**src/rtl/ccu_cmd_arbiter.sv**
```systemverilog
// Two-source command arbiter in front of the CCU: grants one requester per
// packet, forwards it whole with one cycle of latency and paces against ccu_busy.
module ccu_cmd_arbiter #(
  parameter logic [7:0]  OP_POINT = 8'd80,
  parameter logic [7:0]  OP_LINE  = 8'd76,
  parameter logic [7:0]  IDLE_CMD = 8'd0,
  parameter int unsigned GUARD    = 2
) (
  input  logic        clk,
  input  logic        rst,
  input  logic [7:0]  req0_data,
  input  logic        req0_valid,
  output logic        req0_ready,
  input  logic [7:0]  req1_data,
  input  logic        req1_valid,
  output logic        req1_ready,
  input  logic        ccu_busy,
  output logic [7:0]  cmd,
  output logic        cmd_valid,
  output logic [1:0]  grant,
  output logic        bad_op,
  output logic [15:0] pkt_count
);

  typedef enum logic [1:0] {
    ARB  = 2'd0,
    FWD  = 2'd1,
    WAIT = 2'd2
  } state_t;

  localparam logic [3:0] GUARD_LAST = 4'(GUARD - 1);

  state_t     state_r;
  logic [2:0] remaining_r;
  logic [3:0] wait_cnt_r;
  logic       last_r;
  logic       xfer_s;
  logic [7:0] byte_s;
  logic       win_s;

  assign xfer_s = (req0_valid & req0_ready) | (req1_valid & req1_ready);
  assign byte_s = grant[1] ? req1_data : req0_data;

  // Round-robin pick: a lone requester wins, a tie goes to the one not served last.
  always_comb begin
    win_s = 1'b0;
    if (req0_valid && req1_valid) begin
      win_s = ~last_r;
    end else if (req1_valid) begin
      win_s = 1'b1;
    end else begin
      win_s = 1'b0;
    end
  end

  // Packet state machine; every output is a register updated here.
  always_ff @(posedge clk or posedge rst) begin
    if (rst) begin
      state_r     <= ARB;
      cmd         <= IDLE_CMD;
      cmd_valid   <= 1'b0;
      grant       <= 2'b00;
      bad_op      <= 1'b0;
      pkt_count   <= 16'd0;
      req0_ready  <= 1'b0;
      req1_ready  <= 1'b0;
      remaining_r <= 3'd0;
      wait_cnt_r  <= 4'd0;
      last_r      <= 1'b1;
    end else begin
      cmd       <= IDLE_CMD;
      cmd_valid <= 1'b0;
      bad_op    <= 1'b0;
      case (state_r)
        ARB: begin
          if (req0_valid || req1_valid) begin
            grant       <= win_s ? 2'b10 : 2'b01;
            req0_ready  <= ~win_s;
            req1_ready  <= win_s;
            remaining_r <= 3'd0;
            state_r     <= FWD;
          end else begin
            grant <= 2'b00;
          end
        end
        FWD: begin
          // remaining_r == 0 inside FWD means the next byte is the opcode.
          if (xfer_s) begin
            if (remaining_r == 3'd0) begin
              if (byte_s == OP_POINT || byte_s == OP_LINE) begin
                cmd         <= byte_s;
                cmd_valid   <= 1'b1;
                remaining_r <= (byte_s == OP_POINT) ? 3'd3 : 3'd5;
              end else begin
                bad_op     <= 1'b1;
                last_r     <= grant[1];
                grant      <= 2'b00;
                req0_ready <= 1'b0;
                req1_ready <= 1'b0;
                state_r    <= ARB;
              end
            end else begin
              cmd         <= byte_s;
              cmd_valid   <= 1'b1;
              remaining_r <= remaining_r - 3'd1;
              if (remaining_r == 3'd1) begin
                pkt_count  <= pkt_count + 16'd1;
                last_r     <= grant[1];
                req0_ready <= 1'b0;
                req1_ready <= 1'b0;
                wait_cnt_r <= 4'd0;
                state_r    <= WAIT;
              end
            end
          end
        end
        WAIT: begin
          if (wait_cnt_r >= GUARD_LAST && !ccu_busy) begin
            grant   <= 2'b00;
            state_r <= ARB;
          end else if (wait_cnt_r < 4'd15) begin
            wait_cnt_r <= wait_cnt_r + 4'd1;
          end
        end
        default: begin
          grant      <= 2'b00;
          req0_ready <= 1'b0;
          req1_ready <= 1'b0;
          state_r    <= ARB;
        end
      endcase
    end
  end

endmodule

```
**config.mk**
```make
export PLATFORM = sky130hd
export DESIGN_NAME = ccu_cmd_arbiter
export DESIGN_NICKNAME = d
export VERILOG_FILES = /design/src/rtl/ccu_cmd_arbiter.sv
export SDC_FILE = /design/constraint.sdc
export NUM_CORES = 1
export LEC_CHECK = 0
export ABC_AREA = 1
export BUFFER_PORTS_ARGS = -buffer_cell sky130_fd_sc_hd__buf_2
export CORE_AREA = 5 5 72 81
export CTS_CLUSTER_SIZE = 30
export DETAILED_ROUTE_END_ITERATION = 12
export DIE_AREA = 0 0 77 86
export GPL_TIMING_DRIVEN = 0
export PLACE_DENSITY_LB_ADDON = 0.05
export SETUP_SLACK_MARGIN = 0.05
export SYNTH_ARGS = -nofsm -noshare
export SYNTH_HDL_FRONTEND = slang
export SYNTH_SLANG_ARGS = --single-unit
```
**constraint.sdc**
```tcl
create_clock -name clk -period 1.58 [get_ports clk]
set_input_delay 0 -clock clk [delete_from_list [all_inputs] [get_ports clk]]
set_output_delay 0 -clock clk [all_outputs]
set_load 0.05 [all_outputs]
```
== After elaboration in Yosys (flattened, before gate mapping) ==
Cells that the tools add are included.

* Bits in registers: 40
* Latch bits: 0
* RAM bits: 0
* Bits in read-only memories: 0
* Bits of input ports: 21
* Output and inout bits: 30
* Logic and storage cells: 108
* Memories: 0

* Add/sub/neg operators: 3
* Multiply operators: 0
* Divide/modulo/power cells: 0
* $lt $le $gt $ge: 2
* Equal/unequal tests: 18
* Shifts and indexed selects: 0
* Mux-type cells: 50
* Bitwise gates (word level): 7
* Reduce and logical (&&, ||, !) cells: 17

{| class="wikitable"
|+ Operator list
! operator !! count
|-
| $mux 8 || 5
|-
| $mux 2 || 10
|-
| $mux 4 || 5
|-
| $ne 2x2->1 const B || 10
|-
| $mux 1 || 19
|-
| $add 16x1->16 const B || 1
|-
| $eq 8x7->1 const B || 2
|-
| $reduce_and 4->1 || 4
|-
| $mux 3 || 5
|-
| $pmux 2 s3 || 2
|-
| $reduce_and 5->1 || 2
|-
| $ne 3x3->1 const B || 3
|-
| $pmux 4 s2 || 1
|-
| $pmux 1 s3 || 2
|-
| $pmux 3 s2 || 1
|-
| $reduce_and 6->1 || 1
|-
| $reduce_bool 2->1 || 3
|-
| $add 4x1->4 const B || 1
|-
| $ge 4x1->1 const B || 1
|-
| $lt 4x4->1 const B || 1
|-
| $not 1->1 || 4
|-
| $eq 3x1->1 const B || 1
|-
| $logic_not 3->1 || 1
|-
| $sub 3x1->3 const B || 1
|-
| other kinds (8) || 11
|}

== Longest topological paths before layout ==
* Word-level depth: 7
* Gate-level depth with buffers: 12
* Depth with buffers taken out: 12

== Worst setup path after synthesis ==
OpenSTA, ideal clock, no wires.

* Path kind: register -> register
* From: register pkt_count[0]
* To: register pkt_count[14]
* Setup time: 0.118 ns
* Data arrival time: 1.594 ns
* Data required time: 1.462 ns
* Slack: -0.132 ns
* Cell stages (with the launch flop): 8
* Buffers on the path: 0
* Clock period less this slack: 1.712 ns
* Path through: dfrtp_1 ha_1 nand2_1 nor3_1 nand3_1 xnor2_1 nand2_1 nand2_1

* Word-level cells in the longest chain between the ends: 1

{| class="wikitable"
|+ Ends and longest elaborated chain
! what !! line !! RTL
|-
| start: declaration || 22 || <nowiki>output logic [15:0] pkt_count</nowiki>
|-
| start signal: assignment || 107 || <nowiki>pkt_count <= pkt_count + 16'd1;</nowiki>
|-
| $add 16x1->16 || 107 ||
|}

Every way passes these cells.
A chain may end at the register's enable or synchronous reset.

== Worst setup path after layout ==
* From: register remaining_r[0]
* To: register pkt_count[0]

* Word-level cells in the longest chain between the ends: 3
* Elaborated cells between the ends (all ways): 4
* Those cells by class: eq/ne (1); bitwise (1); reduce/logical (2)

{| class="wikitable"
|+ Ends and longest elaborated chain
! what !! line !! RTL
|-
| start: declaration || 34 || <nowiki>logic [2:0] remaining_r;</nowiki>
|-
| start signal: assignment || 93 || <nowiki>remaining_r <= (byte_s == OP_POINT) ? 3'd3 : 3'd5;</nowiki>
|-
| start signal: assignment || 105 || <nowiki>remaining_r <= remaining_r - 3'd1;</nowiki>
|-
| $logic_not 3->1 || 89 || <nowiki>if (remaining_r == 3'd0) begin</nowiki>
|-
| $not 1->1 (no line) || n/a ||
|-
| $reduce_and 4->1 (no line) * || n/a ||
|}

Every way passes the cells marked *; elsewhere a longest branch is shown, timed or not.

==> metrics.csv <==
stage,metric,value,unit
critical_path,reg2reg_slack,0.02,ns
pwr,powerDensity,1625,mW/mm2
pwr,vdd.ir_drop.worst,948.7,uV
timing,max_freq,640.2,MHz
critical_path,cp-end-kind,flop,
clocking,insertion_delay,0.30,ns
global_routing,grt-ovfl-total,0,
detailed_routing,antenna_left,0,
logic_synthesis,synth_edf_count,0,
detailed_routing,drc,0,
global_routing,grtUsageTotal,0.1570,
finish,syn_to_final_growth,33.49,%
critical_path,critPathBufInv,4,
critical_path,slowest_stage,dfrtp_2,
critical_path,worstPathCellList,inv_1 > ha_2 > nor2_4 > inv_2 > nor2_4 > buf_6 > buf_12 > xor2_1,
timing,rsz0062_at_grt,yes,
timing,period_share,0.9886,
clocking,cts_max_level,2,
logic_synthesis,ys.flop_type,dfrtp_1,
floorplanning,die_x,77,um
status,outcome,finished clean,
place,dp_slack,-0.1393,ns
pwr,leakagePower,1.689,nW
logic_synthesis,synth_cell_types,27,
timing,skew,0.006771,ns
logic_synthesis,synthCells,314,
logic_synthesis,yosys_register_bits,40,
timing,fin_crit,1.562,ns
detailed_routing,first_pass_iters,6,
clocking,root_buffer,clkbuf_8,
critical_path,path_max_fanout,6,
logic_synthesis,synth-seq-area-share,0.4272,
timing,slew-limit-headroom,0.4460,
global_routing,grt_first_pass_wirelength,8604,um
critical_path,arrival,1.77,ns
finish,nFillCells,421,
hold_path,holdCritPathClass,input pin to flop,
global_routing,grt_antenna_before_repair,0,
detailed_routing,vias_per_cell,4.725,
timing,drv_slew,0,
place,dp.cells,422,
place,portBuffers,50,
flow_run,maxCapViolCount,0,
timing,tightest_slew,0.8298,ns
logic_synthesis,synth_common_cells,"nand2_1 (104), inv_1 (44), dfrtp_1 (39)",
clocking,cts_buffer_depth,2,
finish,final_cells,444,
clocking,cts_sinks,40,
clocking,tritoncts,built,
timing,finalWorstSetupSlack,0.01802,ns
floorplanning,ios,51,
floorplanning,core_area,0.004898,mm2
logic_synthesis,syn_area,0.002346,mm2
floorplanning,initial_core_util,0.4789,
logic_synthesis,ys_async_sr_fraction,1.000,
pwr,power.total,5.088,mW
detailed_routing,num_vias,2098,
floorplanning,dieArea,0.006622,mm2
finish,final_nets,413,
floorplanning,placementRows,27,
logic_synthesis,yosys.area.top_type_share,0.4160,
critical_path,critPathKind,flop to flop,
critical_path,cpMostUsedCell,nor2_4,
critical_path,reg2reg_to,pkt_count[0]$_DFFE_PP0P_,
hold_path,min_to,state_r[0]$_DFFE_PP0P_,
logic_synthesis,syn_nets,342,
finish,diodes,0,
critical_path,rr_startpoint,remaining_r[0]$_DFFE_PP0P_,
floorplanning,die_h,86,um
critical_path,r2r_cells,8,
detailed_routing,wl_per_cell,11.78,um
clocking,clkSlewWorstSetupHoldPaths,0.07,ns
timing,finalSetupViolations,0,
logic_synthesis,yosysWarnings,0,
finish,layout-drive-gt1-share,0.3964,
detailed_routing,drt_wl_total,5232,um
critical_path,slowest_delay,0.41,ns
hold_path,whs_path_depth,3,
finish,final_core_utilization,0.6393,
logic_synthesis,avgSynthCellArea,7.471,um2
place,hpwl,3734,um
logic_synthesis,synth_area_leaders,"dfrtp_1 (42%), nand2_1 (17%), inv_1 (7.0%)",
detailed_routing,drt_iter0_markers,59,
critical_path,start_kind,flop,
hold_path,hold_start,req1_valid,
logic_synthesis,synth_top_cell_by_area,dfrtp_1,
global_routing,grt_pass1_vias,2002,
critical_path,cp_top_family,flip-flops,
critical_path,crit_required,1.79,ns
timing,hold_violations,0,
clocking,cts_buffers,5,
logic_synthesis,synth_most_common_cell,nand2_1,
place,gp_congestion,0.8485,
global_routing,grt_start_max_net_pins,41,
timing,setup-tns-final,0,ns
cell type report:
class | count | area [um2] | area share
repair buffers | 63 | 371.6 | 0.1187
inverters | 47 | 188.9 | 0.06033
clock inverters | 2 | 35.03 | 0.01119
well taps | 58 | 72.57 | 0.02317
plain buffers | 2 | 22.52 | 0.007191
flip-flops and latches | 40 | 1015 | 0.3240
multi-input cells | 226 | 1354 | 0.4323
clock buffers | 6 | 72.57 | 0.02317
placed cells by master (no fill, tap or decap), types with 6 or more instances in the layout:
| cell type | count |
|---|---|
| inv_2 | 8 |
| nand3_1 | 11 |
| buf_2 | 50 |
| dfrtp_1 | 29 |
| xor2_1 | 11 |
| o21ai_1 | 6 |
| dfrtp_2 | 10 |
| nor2_1 | 21 |
| nor2_2 | 7 |
| nand2_4 | 10 |
| nand2_2 | 26 |
| inv_1 | 36 |
| buf_4 | 8 |
| a21oi_1 | 6 |
| nand2_1 | 85 |
power breakdown:
| group | internal [mW] | switching (mW) |
|---|---|---|
| clock | 0.469 | 0.356 |
| sequential | 1.27 | 0.207 |
| combinational | 0.890 | 1.89 |
worst min-delay path: stages:
cell and delay [ns]:
buf_2 0.09, o21ai_0 0.11, nand2_1 0.09
per-layer routing:
layer | track usage | up-vias | part of all wire
li1 | - | 1102 | -
met1 | 0.1925 | 933 | 0.42
met2 | 0.2726 | 55 | 0.51
met3 | 0.04412 | 8 | 0.050
met4 | 0.03906 | 0 | 0.013
met5 | 0 | - | 0
registers in the layout (all words and copies together), names as in the netlist:
signal,flops
req0_ready,1
last_r,1
state_r,2
bad_op,1
req1_ready,1
wait_cnt_r,4
remaining_r,3
cmd_valid,1
grant,2
pkt_count,16
cmd,8
metrics by stage:
stage	area [um2]	hold slack (ns)
floorplan	2356	0.1539
global placement	2679	0.2792
detailed placement	2679	0.2260
CTS	2878	0.02554
global route	3132	0.03547
finish	3132	0.04094
logic make-up (layout without fill, tap and decap cells):
| group | Yosys count | in the layout | synth area share |
|---|---|---|---|
| AOI/OAI and AO/OA | 20 | 20 | 0.04373 |
| xor gates and xnor gates | 15 | 15 | 0.05600 |
| adders and majority gates | 7 | 7 | 0.03733 |
| buffers and inverters | 49 | 120 | 0.08427 |
| DFF | 40 | 40 | 0.4272 |
| and+or+nand+nor | 183 | 184 | 0.3515 |
how the worst max path moves through the flow:
stage,slack [ns],depth (start not counted),from,to
floorplan,0.03,7,pkt_count[0]$_DFFE_PP0P_,pkt_count[14]$_DFFE_PP0P_
CTS,0.07,8,remaining_r[0]$_DFFE_PP0P_,pkt_count[4]$_DFFE_PP0P_
finish,0.02,8,remaining_r[0]$_DFFE_PP0P_,pkt_count[0]$_DFFE_PP0P_
global placement,-0.12,9,remaining_r[0]$_DFFE_PP0P_,req1_ready$_DFFE_PP0P_
global route,-0.08,11,remaining_r[1]$_DFFE_PP0P_,pkt_count[9]$_DFFE_PP0P_
detailed placement,-0.14,9,remaining_r[0]$_DFFE_PP0P_,req1_ready$_DFFE_PP0P_
what timing repair did:
action | 4_1_cts | 5_1_grt
hold buffers | 3 | 0
hold endpoints to repair | 40 | 0
resized for setup | 12 | 59
gates cloned | 0 | 2
buffers inserted | 4 | 5
endpoints found under the setup margin | 11 | 34
pin swaps | 3 | 21
Power figures use the tool's default switching activity.
